$ cat src/rtl/dut_keypad_scan.sv
// Self-scanning matrix keypad controller: row drive, column sync, frame debounce, key events.
// Optional auto-repeat of held keys is enabled by defining KEYPAD_AUTOREPEAT_EN.
module dut_keypad_scan #(
  parameter int unsigned KEY_ROW     = 4,
  parameter int unsigned KEY_COL     = 4,
  parameter int unsigned KEY_W       = 4,
  parameter int unsigned SCAN_DIV    = 16,
  parameter int unsigned DEBOUNCE    = 4,
  parameter int unsigned REPEAT_DLY  = 32,
  parameter int unsigned REPEAT_RATE = 8
) (
  input  logic               clk,
  input  logic               rst,
  input  logic [KEY_COL-1:0] col_in,
  output logic [KEY_ROW-1:0] row_drv,
  output logic [KEY_W-1:0]   key,
  output logic               valid,
  input  logic               ready,
  output logic               multi,
  output logic               ovf
);

  localparam int unsigned DIV_W = $clog2(SCAN_DIV);
  localparam int unsigned ROW_W = $clog2(KEY_ROW);
  localparam int unsigned DB_W  = $clog2(DEBOUNCE + 1);

  typedef enum logic [1:0] {StIdle, StPressDb, StHeld, StRelDb} db_state_e;

  logic [KEY_COL-1:0] col_s1_q, col_s2_q;
  logic [DIV_W-1:0]   div_q;
  logic [ROW_W-1:0]   row_q;
  logic [KEY_ROW-1:0] row_drv_q;
  logic [1:0]         acc_n_q;
  logic [KEY_W-1:0]   acc_code_q;

  db_state_e          state_q, state_d;
  logic [KEY_W-1:0]   cand_q, cand_d;
  logic [DB_W-1:0]    cnt_q, cnt_d;

  logic [KEY_W-1:0]   key_q;
  logic               valid_q, multi_q, ovf_q;

  logic               sample, frame_end;
  logic [1:0]         tot_n;
  logic [KEY_W-1:0]   tot_code;
  logic               f_single, f_multi, match;
  logic               press_evt, rep_evt, evt;
  logic [KEY_W-1:0]   evt_code;

  assign sample    = (div_q == DIV_W'(SCAN_DIV - 1));
  assign frame_end = sample && (row_q == ROW_W'(KEY_ROW - 1));

  // Running key count saturates at 2: only none/one/many matters per frame.
  always_comb begin
    tot_n    = acc_n_q;
    tot_code = acc_code_q;
    for (int i = 0; i < int'(KEY_COL); i++) begin
      if (col_s2_q[i]) begin
        if (tot_n == 2'd0) tot_code = KEY_W'(int'(row_q) * int'(KEY_COL) + i);
        if (tot_n != 2'd2) tot_n = tot_n + 2'd1;
      end
    end
  end

  assign f_single = (tot_n == 2'd1);
  assign f_multi  = (tot_n == 2'd2);
  assign match    = f_single && (tot_code == cand_q);

  always_ff @(posedge clk) begin
    if (rst) begin
      col_s1_q   <= '0;
      col_s2_q   <= '0;
      div_q      <= '0;
      row_q      <= '0;
      row_drv_q  <= KEY_ROW'(1);
      acc_n_q    <= '0;
      acc_code_q <= '0;
      multi_q    <= 1'b0;
    end else begin
      col_s1_q <= col_in;
      col_s2_q <= col_s1_q;
      if (sample) begin
        div_q     <= '0;
        row_drv_q <= {row_drv_q[KEY_ROW-2:0], row_drv_q[KEY_ROW-1]};
        if (frame_end) begin
          row_q      <= '0;
          acc_n_q    <= '0;
          acc_code_q <= '0;
          multi_q    <= f_multi;
        end else begin
          row_q      <= row_q + ROW_W'(1);
          acc_n_q    <= tot_n;
          acc_code_q <= tot_code;
        end
      end else begin
        div_q <= div_q + DIV_W'(1);
      end
    end
  end

  always_comb begin
    state_d   = state_q;
    cand_d    = cand_q;
    cnt_d     = cnt_q;
    press_evt = 1'b0;
    if (frame_end) begin
      unique case (state_q)
        StIdle: begin
          if (f_single) begin
            cand_d = tot_code;
            cnt_d  = DB_W'(1);
            if (DEBOUNCE == 1) begin
              state_d   = StHeld;
              press_evt = 1'b1;
            end else begin
              state_d = StPressDb;
            end
          end
        end
        StPressDb: begin
          if (match) begin
            cnt_d = cnt_q + DB_W'(1);
            if (cnt_d == DB_W'(DEBOUNCE)) begin
              state_d   = StHeld;
              press_evt = 1'b1;
            end
          end else if (f_single) begin
            cand_d = tot_code;
            cnt_d  = DB_W'(1);
          end else begin
            state_d = StIdle;
            cnt_d   = '0;
          end
        end
        StHeld: begin
          if (!match) begin
            cnt_d   = DB_W'(1);
            state_d = (DEBOUNCE == 1) ? StIdle : StRelDb;
          end
        end
        StRelDb: begin
          if (match) begin
            state_d = StHeld;
          end else begin
            cnt_d = cnt_q + DB_W'(1);
            if (cnt_d == DB_W'(DEBOUNCE)) begin
              state_d = StIdle;
              cnt_d   = '0;
            end
          end
        end
        default: state_d = StIdle;
      endcase
    end
  end

  always_ff @(posedge clk) begin
    if (rst) begin
      state_q <= StIdle;
      cand_q  <= '0;
      cnt_q   <= '0;
    end else begin
      state_q <= state_d;
      cand_q  <= cand_d;
      cnt_q   <= cnt_d;
    end
  end

`ifdef KEYPAD_AUTOREPEAT_EN
  localparam int unsigned REP_MAX = (REPEAT_DLY > REPEAT_RATE) ? REPEAT_DLY : REPEAT_RATE;
  localparam int unsigned RP_W    = $clog2(REP_MAX + 1);

  logic [RP_W-1:0] rep_cnt_q, rep_cnt_d;
  logic            rep_phase_q, rep_phase_d;

  // Counter only runs across consecutive held frames; any other frame rearms the initial delay.
  always_comb begin
    rep_cnt_d   = rep_cnt_q;
    rep_phase_d = rep_phase_q;
    rep_evt     = 1'b0;
    if (frame_end) begin
      if (state_q == StHeld && match) begin
        rep_cnt_d = rep_cnt_q + RP_W'(1);
        if ((!rep_phase_q && rep_cnt_d == RP_W'(REPEAT_DLY)) ||
            (rep_phase_q && rep_cnt_d == RP_W'(REPEAT_RATE))) begin
          rep_evt     = 1'b1;
          rep_cnt_d   = '0;
          rep_phase_d = 1'b1;
        end
      end else begin
        rep_cnt_d   = '0;
        rep_phase_d = 1'b0;
      end
    end
  end

  always_ff @(posedge clk) begin
    if (rst) begin
      rep_cnt_q   <= '0;
      rep_phase_q <= 1'b0;
    end else begin
      rep_cnt_q   <= rep_cnt_d;
      rep_phase_q <= rep_phase_d;
    end
  end
`else
  logic unused_rep_params;
  assign unused_rep_params = ^{32'(REPEAT_DLY), 32'(REPEAT_RATE)};
  assign rep_evt           = 1'b0;
`endif

  assign evt      = press_evt || rep_evt;
  assign evt_code = cand_d;

  // A stalled consumer keeps the old event; the new one is lost and flagged.
  always_ff @(posedge clk) begin
    if (rst) begin
      key_q   <= '0;
      valid_q <= 1'b0;
      ovf_q   <= 1'b0;
    end else if (evt) begin
      if (valid_q && !ready) begin
        ovf_q <= 1'b1;
      end else begin
        key_q   <= evt_code;
        valid_q <= 1'b1;
      end
    end else if (valid_q && ready) begin
      valid_q <= 1'b0;
    end
  end

  assign row_drv = row_drv_q;
  assign key     = key_q;
  assign valid   = valid_q;
  assign multi   = multi_q;
  assign ovf     = ovf_q;

endmodule

$ cat config.mk
export PLATFORM = sky130hd
export DESIGN_NAME = dut_keypad_scan
export DESIGN_NICKNAME = d
export VERILOG_FILES = /design/src/rtl/dut_keypad_scan.sv
export SDC_FILE = /design/constraint.sdc
export NUM_CORES = 1
export LEC_CHECK = 0
export CORE_AREA = 10 10 86 88
export CTS_CLUSTER_SIZE = 40
export DETAILED_ROUTE_END_ITERATION = 6
export DIE_AREA = 0 0 96 98
export SLEW_MARGIN = 20
export SYNTH_ARGS = -nofsm -noshare
export SYNTH_HDL_FRONTEND = slang
export SYNTH_SLANG_ARGS = --single-unit
$ cat constraint.sdc
create_clock -name clk -period 4.3 [get_ports clk]
set_input_delay 0.86 -clock clk [delete_from_list [all_inputs] [get_ports clk]]
set_output_delay 0.86 -clock clk [all_outputs]
set_load 0.01 [all_outputs]
=== Word-level counts from Yosys, hierarchy flattened ===
Index checks and enable logic that the tools add are counted.

* Reduce and logical (&&, ||, !) cells: 18
* Shift operators: 0
* Multiply operators: 0
* $lt $le $gt $ge: 0
* Muxes and demuxes: 45
* Bitwise operators: 1
* Add/subtract/negate cells: 10
* Divide/modulo/power cells: 0
* Equality and inequality tests: 20

{| class="wikitable"
|+ Operator list
! operator !! number
|-
| $mux 4 || 12
|-
| $mux 2 || 17
|-
| $ne 2x2->1 const B || 8
|-
| $mux 3 || 5
|-
| $pmux 3 s4 || 1
|-
| $add 2x1->2 const B || 5
|-
| $logic_not 2->1 || 5
|-
| $ne 3x3->1 const B || 3
|-
| $add 4x1->4 const B || 2
|-
| $add 4x2->4 const B || 2
|-
| $eq 2x2->1 const B || 4
|-
| $mux 1 || 8
|-
| $pmux 2 s4 || 1
|-
| $pmux 4 s2 || 1
|-
| $reduce_and 2->1 || 4
|-
| $reduce_and 6->1 || 1
|-
| $eq 2x1->1 const B || 2
|-
| $eq 4x4->1 || 1
|-
| $eq 4x4->1 const B || 1
|-
| $logic_and 1x1->1 || 4
|-
| $reduce_and 4->1 || 1
|-
| $add 3x1->3 const B || 1
|-
| $eq 3x3->1 const B || 1
|-
| $reduce_bool 2->1 || 1
|-
| other kinds (3) || 3
|}

* Bits in latches: 0
* Memories kept: 0
* Bits in writable memories: 0
* Register bits: 40
* ROM bits: 0
* Logic and storage cells: 108

=== Logic depth before layout (Yosys ltp) ===
* Word-level depth: 19
* Mapped depth: 18
* Gate-level depth less buffers: 17

=== Least setup slack after synthesis ===
OpenSTA, ideal clock, no wires.

* Path kind: register -> register
* From: reg acc_n_q[0]
* To: reg cnt_q[1]
* Setup time: 0.122 ns
* Path buffers: 0
* Arrival time: 3.828 ns
* Path slack: 0.351 ns
* Period minus slack after synthesis: 3.949 ns
* Cell stages (with the launch flop): 16
* Path through: dfxtp_1 inv_1 ha_1 mux2_2 or3_1 o21ai_0 inv_1 ha_1 and2_1 a31oi_1 o2bb2ai_2 a22oi_1 nand3b_1 nor4_4 mux2_1 a221o_1

* Word-level cells in the longest chain between the ends: 16
* Elaborated cells on any way between the ends: 37
* Classes of those cells: 4 x add/sub; 9 x eq/ne; 18 x mux; 6 x reduce/logical

{| class="wikitable"
|+ RTL lines
! element !! RTL line !! RTL
|-
| start, declared || 33 || <nowiki>logic [1:0] acc_n_q;</nowiki>
|-
| start signal, assigned || 92 || <nowiki>acc_n_q <= tot_n;</nowiki>
|-
| $add 2x1->2 / $ne 2x2->1 (equally long branches) || 60 || <nowiki>if (tot_n != 2'd2) tot_n = tot_n + 2'd1;</nowiki>
|-
| $mux 2 || 60 ||
|-
| $mux 2 || 58 || <nowiki>if (col_s2_q[i]) begin</nowiki>
|-
| $add 2x1->2 / $ne 2x2->1 (equally long branches) || 60 ||
|-
| $mux 2 || 60 ||
|-
| $mux 2 || 58 ||
|-
| $add 2x1->2 / $ne 2x2->1 (equally long branches) || 60 ||
|-
| $mux 2 || 60 ||
|-
| $mux 2 || 58 ||
|-
| $add 2x1->2, or another cell as far along || 60 ||
|-
| $mux 2 / $mux 4 (equally long branches) || 60, 59 ||
|-
| $mux 2 / $mux 4 (equally long branches) || 58 ||
|-
| $eq 2x1->1 / $eq 4x4->1 (equally long branches) || 65, 67 ||
|-
| $logic_and 1x1->1 || 67 || <nowiki>assign match = f_single && (tot_code == cand_q);</nowiki>
|-
| $mux 3 / $ne 2x2->1 (equally long branches) || - ||
|-
| $pmux 3 s4 / $reduce_and 4->1 (equally long branches) || - ||
|-
| end signal, assigned || 165 || <nowiki>cnt_q <= cnt_d;</nowiki>
|-
| end, declared || 38 || <nowiki>logic [DB_W-1:0] cnt_q, cnt_d;</nowiki>
|}

Several ways; a longest one is shown, not always the timed one.
A chain may end at the register's enable or synchronous reset.

=== Worst setup path in the final report ===
* From: reg acc_n_q[1]
* To: reg cnt_q[1]

The elaborated chain is that of the path after synthesis.

==> results.py <==
metrics = {
    "run_status": {
        "status": "finished, final reports clean",
    },
    "route": {
        "viasPerCell": 5.32,
        "firstDrtPassIters": 4,
        "routed_wl_mm": 4.96,
        "postRouteAntennaNets": 0,
        "first_iter_violations": 115,
        "route.detailed.drc": 0,
        "num_vias": 1858,
        "route.detailed.wl_per_inst_um": 14.2,
    },
    "clock_network": {
        "cts_tree": "yes",
        "clockRootBuffer": "clkbuf_8",
        "cts_buffer_depth": 2,
        "cts_num_sinks": 40,
        "clk_pin_slew_worst_paths_ps": 80,
        "clk_latency_ps": 290,
        "post-cts-setup-buffer-count": 0,
        "htree_levels": 2,
        "cts_buffers": 5,
    },
    "setup_path": {
        "critPathLaunchType": "flop",
        "max_stage_delay_ps": 380,
        "crit_start": "acc_n_q[1]",
        "cp_slowest_cell": "dfxtp_2",
        "path_depth": 15,
        "r2r-end": "cnt_q[1]",
        "cp_num_buf_inv": 2,
        "ff2ff_setup_slack_ps": 280,
        "path_max_fanout": 8,
        "required_ps": 4490,
        "worst_setup_path_end_kind": "flop",
        "r2r_start": "acc_n_q[1]",
        "rr_worst_depth": 15,
        "cp_data_arrival_time_ps": 4210,
        "worstPathCellList": "inv_1 > ha_1 > mux2_2 > or3_1 > o21ai_0 > inv_1 > ha_1 > and2_1 > a31oi_2 > o2bb2ai_4 > and3_1 > o22ai_1 > nor4_4 > mux2_1 > a221o_1",
        "crit_type": "flop to flop",
        "crit_family": "simple AND/OR/NAND/NOR gates",
        "setup.worst_path.end": "cnt_q[1]",
    },
    "grt": {
        "grt-ovfl-total": 0,
        "busiest_layer": "met2",
        "grtUsageMet3": 0.0306,
        "grt_util_met2": 0.166,
        "gr-usage-met1": 0.139,
        "grt_usage": 0.107,
        "grt_pass1_wl_mm": 8.31,
        "grt_max_degree": 38,
        "grt_pass1_vias": 1727,
        "grt_antenna_before_repair": 0,
    },
    "yosys": {
        "synth.top_cells.by_area": "dfxtp_1, a21oi_1, ha_1, nand2_1, nor2_1",
        "synth_edf_count": 0,
        "synth_area_leader_cell": "dfxtp_1",
        "synth_cell_type_count": 57,
        "yosysMostFrequentCell": "dfxtp_1",
        "async_flop_share": 0,
        "seq_area_frac_synth": 0.364,
        "syn_inst": 255,
        "synth.top_cell.area_share": 0.364,
        "syn_area_per_cell_um2": 8.63,
        "yosys_register_bits": 40,
        "synth_ff_type": "dfxtp_1",
        "synth_common_cells": "dfxtp_1, a21oi_1, nand2_1",
        "syn_nets": 271,
        "yosysWarnings": 0,
        "syn_area_um2": 2200,
    },
    "floorplan": {
        "boundaryPins": 18,
        "num_rows": 28,
        "die_height_um": 98,
        "initial_utilization": 0.383,
        "design.core.area_um2": 5750,
        "die_x_um": 96,
        "die-area_um2": 9410,
    },
    "place": {
        "placed_area_um2": 2450,
        "dp_hpwl_mm": 3.55,
        "place.port_buffers": 17,
        "place_congestion": 0.884,
    },
    "sta": {
        "final-max-slew-violation-count": 0,
        "slew_headroom": 0.441,
        "post-route-period-util": 0.935,
        "max_freq_mhz": 249,
        "period_needed_ps": 4020,
        "hold_viol": 0,
        "worst_slew_pin_slew_ps": 837,
        "clock_skew_ps": 5.27,
        "setup_tns_ps": 0,
        "rsz0062_at_grt": "no",
        "final-setup-viol-count": 0,
        "hold_slack_ps": 438,
    },
    "hold_path": {
        "hold_class": "flop to flop",
    },
    "finish": {
        "fin_nets": 289,
        "synthToLayoutAreaGrowth_pct": 16.6,
        "layout-drive-gt1-share": 0.102,
        "fin_util": 0.446,
        "final_area_um2": 2560,
        "num_antenna_cells": 0,
    },
    "pwr": {
        "leakage_uw": 0.000930,
        "pwr-share-comb": 0.098,
        "swShare": 0.253,
        "worst_ir_drop_vdd_uv": 164,
        "power.switching_uw": 182,
        "power.share.clock": 0.370,
        "p_per_area_nw_per_um2": 281,
        "p_int_uw": 538,
        "seq_power_share": 0.532,
    },
    "flow_run": {
        "maxCapViolations": 0,
    },
}
## power groups by stage
| stage | clock network, µW | logic (µW) | registers [µW] |
|---|---|---|---|
| 2_1_floorplan | 0 | 50.5 | 388 |
| 3_3_place_gp | 0 | 67.0 | 392 |
| 3_5_place_dp | 0 | 67.6 | 392 |
| 4_1_cts | 277 | 68.0 | 383 |
| 5_1_grt | 289 | 78.0 | 385 |
| 6_report | 267 | 70.6 | 383 |
## layout by cell type, fill, tap and decap left out, types with 4 or more instances in the layout
cell type        count
nand2_1             22
dfxtp_1             39
nor2_1              21
buf_4                5
a21oi_1             24
o21ai_0             10
nor2b_1             10
nand3_1              8
and2_1               4
and3_1               5
or3_1                4
inv_1               12
clkbuf_8             6
ha_1                 9
clkdlybuf4s50_1     17
nand2b_1             4
a22oi_1              4
mux2i_1              7
mux2_2               4
## how the worst min path moves through the flow
stage          cells past startpoint     endpoint   startpoint  slack [ps]
5_1_grt                            1  col_s2_q[2]  col_s1_q[2]         470
3_3_place_gp                       1  col_s2_q[0]  col_s1_q[0]         420
6_report                           1  col_s2_q[2]  col_s1_q[2]         440
3_5_place_dp                       1  col_s2_q[2]  col_s1_q[2]         420
2_1_floorplan                      1  col_s2_q[0]  col_s1_q[0]         410
4_1_cts                            1  col_s2_q[2]  col_s1_q[2]         440
## cell families (layout without fill, tap and decap cells)
family | after synthesis | after routing | synth area share
and+or+nand+nor | 98 | 98 | 0.251
AOI/OAI and AO/OA | 69 | 69 | 0.217
adders and majority gates | 9 | 9 | 0.0512
buffers and inverters | 23 | 42 | 0.0432
xor gates and xnor gates | 4 | 4 | 0.0159
muxes | 12 | 12 | 0.0575
DFF | 40 | 40 | 0.364
## final cells by class
| type | instances | area (µm²) |
|---|---|---|
| inverters | 12 | 45.0 |
| clock inverters | 1 | 7.51 |
| well taps | 75 | 93.8 |
| multi-input cells | 192 | 1320 |
| fillers | 561 | 3180 |
| flip-flops and latches | 40 | 802 |
| clock buffers | 7 | 86.3 |
| repair buffers | 22 | 208 |
## repair_timing
item	CTS	global route
gates resized for setup	0	3
hold buffers	0	0
setup endpoints to repair	0	5
## per-layer routing
| layer | share of wire | up-vias |
|---|---|---|
| li1 | - | 957 |
| met1 | 0.48 | 866 |
| met3 | 0.041 | 9 |
| met2 | 0.46 | 26 |
| met4 | 0.015 | 0 |
| met5 | 0 | - |
## through the flow
stage	std cells	setup WS, ps	power, µW
final	349	278	721
after floorplan	255	351	439
after global routing	349	47.3	752
after CTS	349	163	728
after detailed placement	341	194	460
after global placement	341	270	459
## registers in the layout, indices dropped and copies added (netlist names), named ones only
name	cells
cand_q	4
row_q	2
acc_n_q	2
col_s2_q	4
acc_code_q	4
row_drv	4
div_q	4
cnt_q	3
state_q	1
valid	1
col_s1_q	4
multi	1
key	4
ovf	1
No activity file was read; power rests on OpenSTA's default activity.
==> patch 1 (same flow settings) <==
Set the parameter `SCAN_DIV` to 32 (it was 16).
--- a/src/rtl/dut_keypad_scan.sv
+++ b/src/rtl/dut_keypad_scan.sv
@@ -4,7 +4,7 @@
   parameter int unsigned KEY_ROW     = 4,
   parameter int unsigned KEY_COL     = 4,
   parameter int unsigned KEY_W       = 4,
-  parameter int unsigned SCAN_DIV    = 16,
+  parameter int unsigned SCAN_DIV    = 32,
   parameter int unsigned DEBOUNCE    = 4,
   parameter int unsigned REPEAT_DLY  = 32,
   parameter int unsigned REPEAT_RATE = 8
Check against the original RTL: same outputs for any inputs over 10 cycles, from zero or initial values and one cycle with rst high; that may be too few to reach the edited logic, so the function may still have changed.
==> patch 1 against the original RTL <==
Critical path depth is 1 lower; clock power is 4% lower; setup slack better by 92 ps; global-route usage is 0.22 points higher; sequential share of layout area is 0.43 points lower; sequential cell count is 1 higher; final area is 4.1% higher; total power is 0.33% lower; routed wire length is 2.5% lower; area after synthesis is 6.9% higher; critical path type unchanged; critical endpoint is now cnt_q[0]; highest routed layer unchanged.
==> patch 1: results <==
[grt]
grt_start_max_net_pins = 38
track_usage = 0.1097
grt_pass1_vias = 1748
grt_pass1_wl_mm = 8.411

[detailed_routing]
via_per_inst = 5.317
num_vias = 1829
drtIter0Drc = 117
drt_pre_antenna_iters = 4
wl_mm = 4.833

[placement]
dpl-instance-area_mm2 = 0.002577
dp_hpwl_mm = 3.479
dp.cells = 336
gp_congestion = 0.8369

[sta]
slew_violations = 0
slew_headroom = 0.5201
skew_ps = 4.610

[synth]
synth_common_cells = "41 x dfxtp_1, 22 x mux2i_1, 21 x nor2_1"
postSynthAreaPerCell_um2 = 9.261
async_flop_share = 0
synth.distinct_cells = 63
yosysSeqAreaShare = 0.3489
yosys-top-cells-area = "dfxtp_1 35%, mux2i_1 9.4%, ha_1 5.3%, nor2_1 3.4%, nor2b_1 2.9%"
yosys_warnings = 0

[critical_path]
arrival_ps = 4130
cp_top_family = "compound AO/OA/AOI/OAI gates"
rr_startpoint = "acc_n_q[0]"
cp_max_fo = 8
reg2reg_setup_slack_ps = 370
r2r_end = "cnt_q[0]"
reg2reg_depth = 14
slowest_delay_ps = 430
crit_slowest_cell = "a221o_1"

[finish]
largest_reg_flops = 5
drive_above_1_share = 0.1115
fin_nets = 285
regMostFlops = "div_q"
fillCellCount = 581

[run_status]
status = "completed"

[clock_network]
cts_resized = 0
cts.clk_slew.worst_paths_ps = 80

[pwr]
ir_worst_vdd_v = 0.0001917
p_leak_nw = 0.9547

[min_path]
hold_class = "flip-flop to flip-flop"
patch 1: changes by cell type after synthesis, sizes merged, moves of 4 or more:
cell	change
nor3	+6
nand2	-10
a21oi	-13
mux2i	+15
inv	+4
a21bo	-4
patch 1: logic make-up (layout without fill, tap and decap cells):
kind of cell,count (synthesis),in the layout,synth area share
and+or+nand+nor,88,88,0.2234
DFF,41,41,0.3489
muxes,25,25,0.1080
AOI/OAI and AO/OA,54,54,0.1819
xor gates and xnor gates,6,6,0.03032
buffers and inverters,29,44,0.05000
adders and majority gates,11,11,0.05745
patch 1: final cells by class:
class	instances	area, um2	share of cell area
multi-input cells	184	1416	0.5305
flip-flops and latches	41	823.3	0.3083
repair buffers	19	185.2	0.06935
well taps	75	93.84	0.03515
clock buffers	6	72.57	0.02718
inverters	17	63.81	0.02390
clock inverters	2	15.01	0.005623
patch 1: layer usage:
layer,share of wire,up-vias,wire length (um),track usage
met5,0,-,0,0
met1,0.48,855,2336,0.1381
li1,-,941,-,-
met4,0.027,0,130,0.05335
met2,0.45,22,2166,0.1657
met3,0.042,11,201,0.03139
patch 1: worst min path at each step:
stage	to	cells after the start	from
after floorplan	col_s2_q[0]	1	col_s1_q[0]
after global routing	col_s2_q[2]	1	col_s1_q[2]
after detailed placement	col_s2_q[1]	1	col_s1_q[1]
final	col_s2_q[0]	1	col_s1_q[0]
after CTS	col_s2_q[0]	1	col_s1_q[0]
after global placement	col_s2_q[0]	1	col_s1_q[0]
patch 1: power breakdown:
group | internal [W] | total, W | switching [W] | leakage, nW
Combinational | 0.0000304 | 0.0000701 | 0.0000397 | 0.584
Sequential | 0.000385 | 0.000392 | 0.00000688 | 0.334
Clock | 0.000114 | 0.000256 | 0.000142 | 0.0374
Total | 0.000530 | 0.000718 | 0.000188 | 0.955
patch 1: stage by stage:
stage | hold WS (ps) | setup slack (ps) | total power [W]
floorplan | 413.8 | 486.8 | 0.0004547
global placement | 417.2 | 258.2 | 0.0004710
detailed placement | 423.5 | 191.9 | 0.0004712
CTS | 442.7 | 168.1 | 0.0007276
global route | 465.1 | 36.38 | 0.0007493
finish | 439.4 | 369.4 | 0.0007183
==> patch 2 (config.mk and constraints unchanged) <==
Made on the original files. Register the output `ovf` once more; this adds one clock of latency there. The other outputs are not delayed to match.
--- a/src/rtl/dut_keypad_scan.sv
+++ b/src/rtl/dut_keypad_scan.sv
@@ -234,7 +234,9 @@
   assign key     = key_q;
   assign valid   = valid_q;
   assign multi   = multi_q;
-  assign ovf     = ovf_q;
+  always_ff @(posedge clk) begin
+    ovf <= ovf_q;
+  end
 
 endmodule
 
Check against the original RTL: no difference found for any inputs over 10 cycles, from zero or initial values and one cycle with rst high; that may be too few to reach the edited logic, so the function may still have changed.
==> patch 2 against the original RTL <==
Highest routed layer unchanged; sequential cell count increased by 1; cell count fell by 6.3%; final area down 1.9%; combinational power down 6.1%; area after synthesis down 1.6%; die area stayed put; routed wire length decreased by 15%; sequential power grew 2%; total power rose by 7.6%; largest power group unchanged; core utilization decreased by 0.85 points; setup slack better by 77 ps; count of clock-buffer cells in the layout decreased by 1.
==> patch 2: results <==
[synth]
synth_adder_area_share = 0.05205
syn_inst = 234
synth_fp_nets = 250
yosys-top-cells-area = "dfxtp_1 38%, ha_1 5.2%, nor2_1 4.3%, mux2i_1 4.2%, nand2_1 3.8%"
synth_compound_area_frac = 0.1805
synth-xor-area-share = 0.02834
synth_common_cells = "41 x dfxtp_1, 25 x nor2_1, 22 x nand2_1"
synth.distinct_cells = 58
synthMuxAreaShare = 0.09138
yosysSeqAreaShare = 0.3794

[critical_path]
reg2reg_setup_slack_ps = 350
r2r_end = "cnt_q[1]"
cp_max_fo = 10
arrival_ps = 4140
rr_startpoint = "acc_n_q[0]"

[detailed_routing]
drc = 0
drtIter0Drc = 66
wl_per_cell_um = 12.92
num_vias = 1629

[grt]
grt_pass1_vias = 1629
track_usage = 0.09385
grt_pass1_wl_mm = 7.314
grt_start_max_net_pins = 37

[clock_network]
clk_path_buf_depth = 2
h-tree-depth = 2
cts_buffers = 5

[sta]
tightest_slew_ps = 598.8
whs_ps = 360.5
skew_ps = 7.728

[min_path]
whs_path_depth = 0
hp-start = "ovf_q"
worstHoldEndpoint = "ovf"

[finish]
drive_above_1_share = 0.1151
layout.cells.non_filler = 327
fin_nets = 267
fillCellCount = 586

[placement]
gp_congestion = 0.7805
dpl-instance-area_mm2 = 0.002384
dp_hpwl_mm = 3.093
dp.cells = 318

[run_status]
status = "completed"

[pwr]
ir_worst_vdd_v = 0.0001655
p_leak_nw = 0.9071
[patch 2: routing by layer]
metal  global-route usage  part of all wire  wire, um
met1               0.1128              0.50      2108
met2               0.1523              0.46      1948
met3              0.03063             0.034       145
met4              0.03065            0.0054        23
met5                    0                 0         0
[patch 2: worst max-delay path, cell delays in order, from the launching register on]
cell	delay, ps
dfxtp_1	470
inv_1	110
ha_1	360
mux2i_4	290
o21ai_0	140
o32ai_1	270
inv_1	130
ha_1	220
nand2_1	100
o31a_1	220
nand3b_4	120
mux2_4	350
xor2_4	180
nor4b_4	350
mux2_1	360
o32ai_1	200
[patch 2: worst max path at each step]
stage	startpoint	end	slack, ps
4_1_cts	acc_n_q[0]	cnt_q[1]	260
5_1_grt	acc_n_q[0]	cnt_q[1]	40
3_5_place_dp	acc_n_q[0]	cnt_q[1]	280
6_report	acc_n_q[0]	cnt_q[1]	350
3_3_place_gp	acc_n_q[0]	state_q[0]	410
2_1_floorplan	acc_n_q[0]	cnt_q[1]	540
[patch 2: cell families after synthesis]
group / Yosys count
simple gates: 88
buf+inv: 22
compound gates: 54
fa+ha+maj: 9
mux: 16
xor+xnor: 4
flops: 41
[patch 2: timing repair]
action,in CTS,in global routing
buffers inserted,0,1
setup endpoints to repair,0,1
resized for setup,0,1
[patch 2: area by class of cell]
class                           instances  area [um2]  area share
Timing Repair Buffer                   21       200.2     0.07956
Sequential cell                        41       820.8      0.3262
Inverter                               11       41.29     0.01641
Clock inverter                          2       37.54     0.01492
Multi-Input combinational cell        171        1240      0.4928
Tap cell                               75       93.84     0.03729
Clock buffer                            6       82.58     0.03282
[patch 2: report_power, final]
part | leakage (nW) | switching [W] | internal [W]
Combinational | 0.517 | 0.0000339 | 0.0000324
Clock | 0.0574 | 0.000128 | 0.000189
Sequential | 0.333 | 0.00000662 | 0.000385
[patch 2: metrics by stage]
stage | worst slack, ps | power (W)
finish | 354.9 | 0.0007752
global route | 38.98 | 0.0008109
detailed placement | 283.1 | 0.0004646
global placement | 411.8 | 0.0004643
CTS | 260.6 | 0.0007842
floorplan | 540.1 | 0.0004488
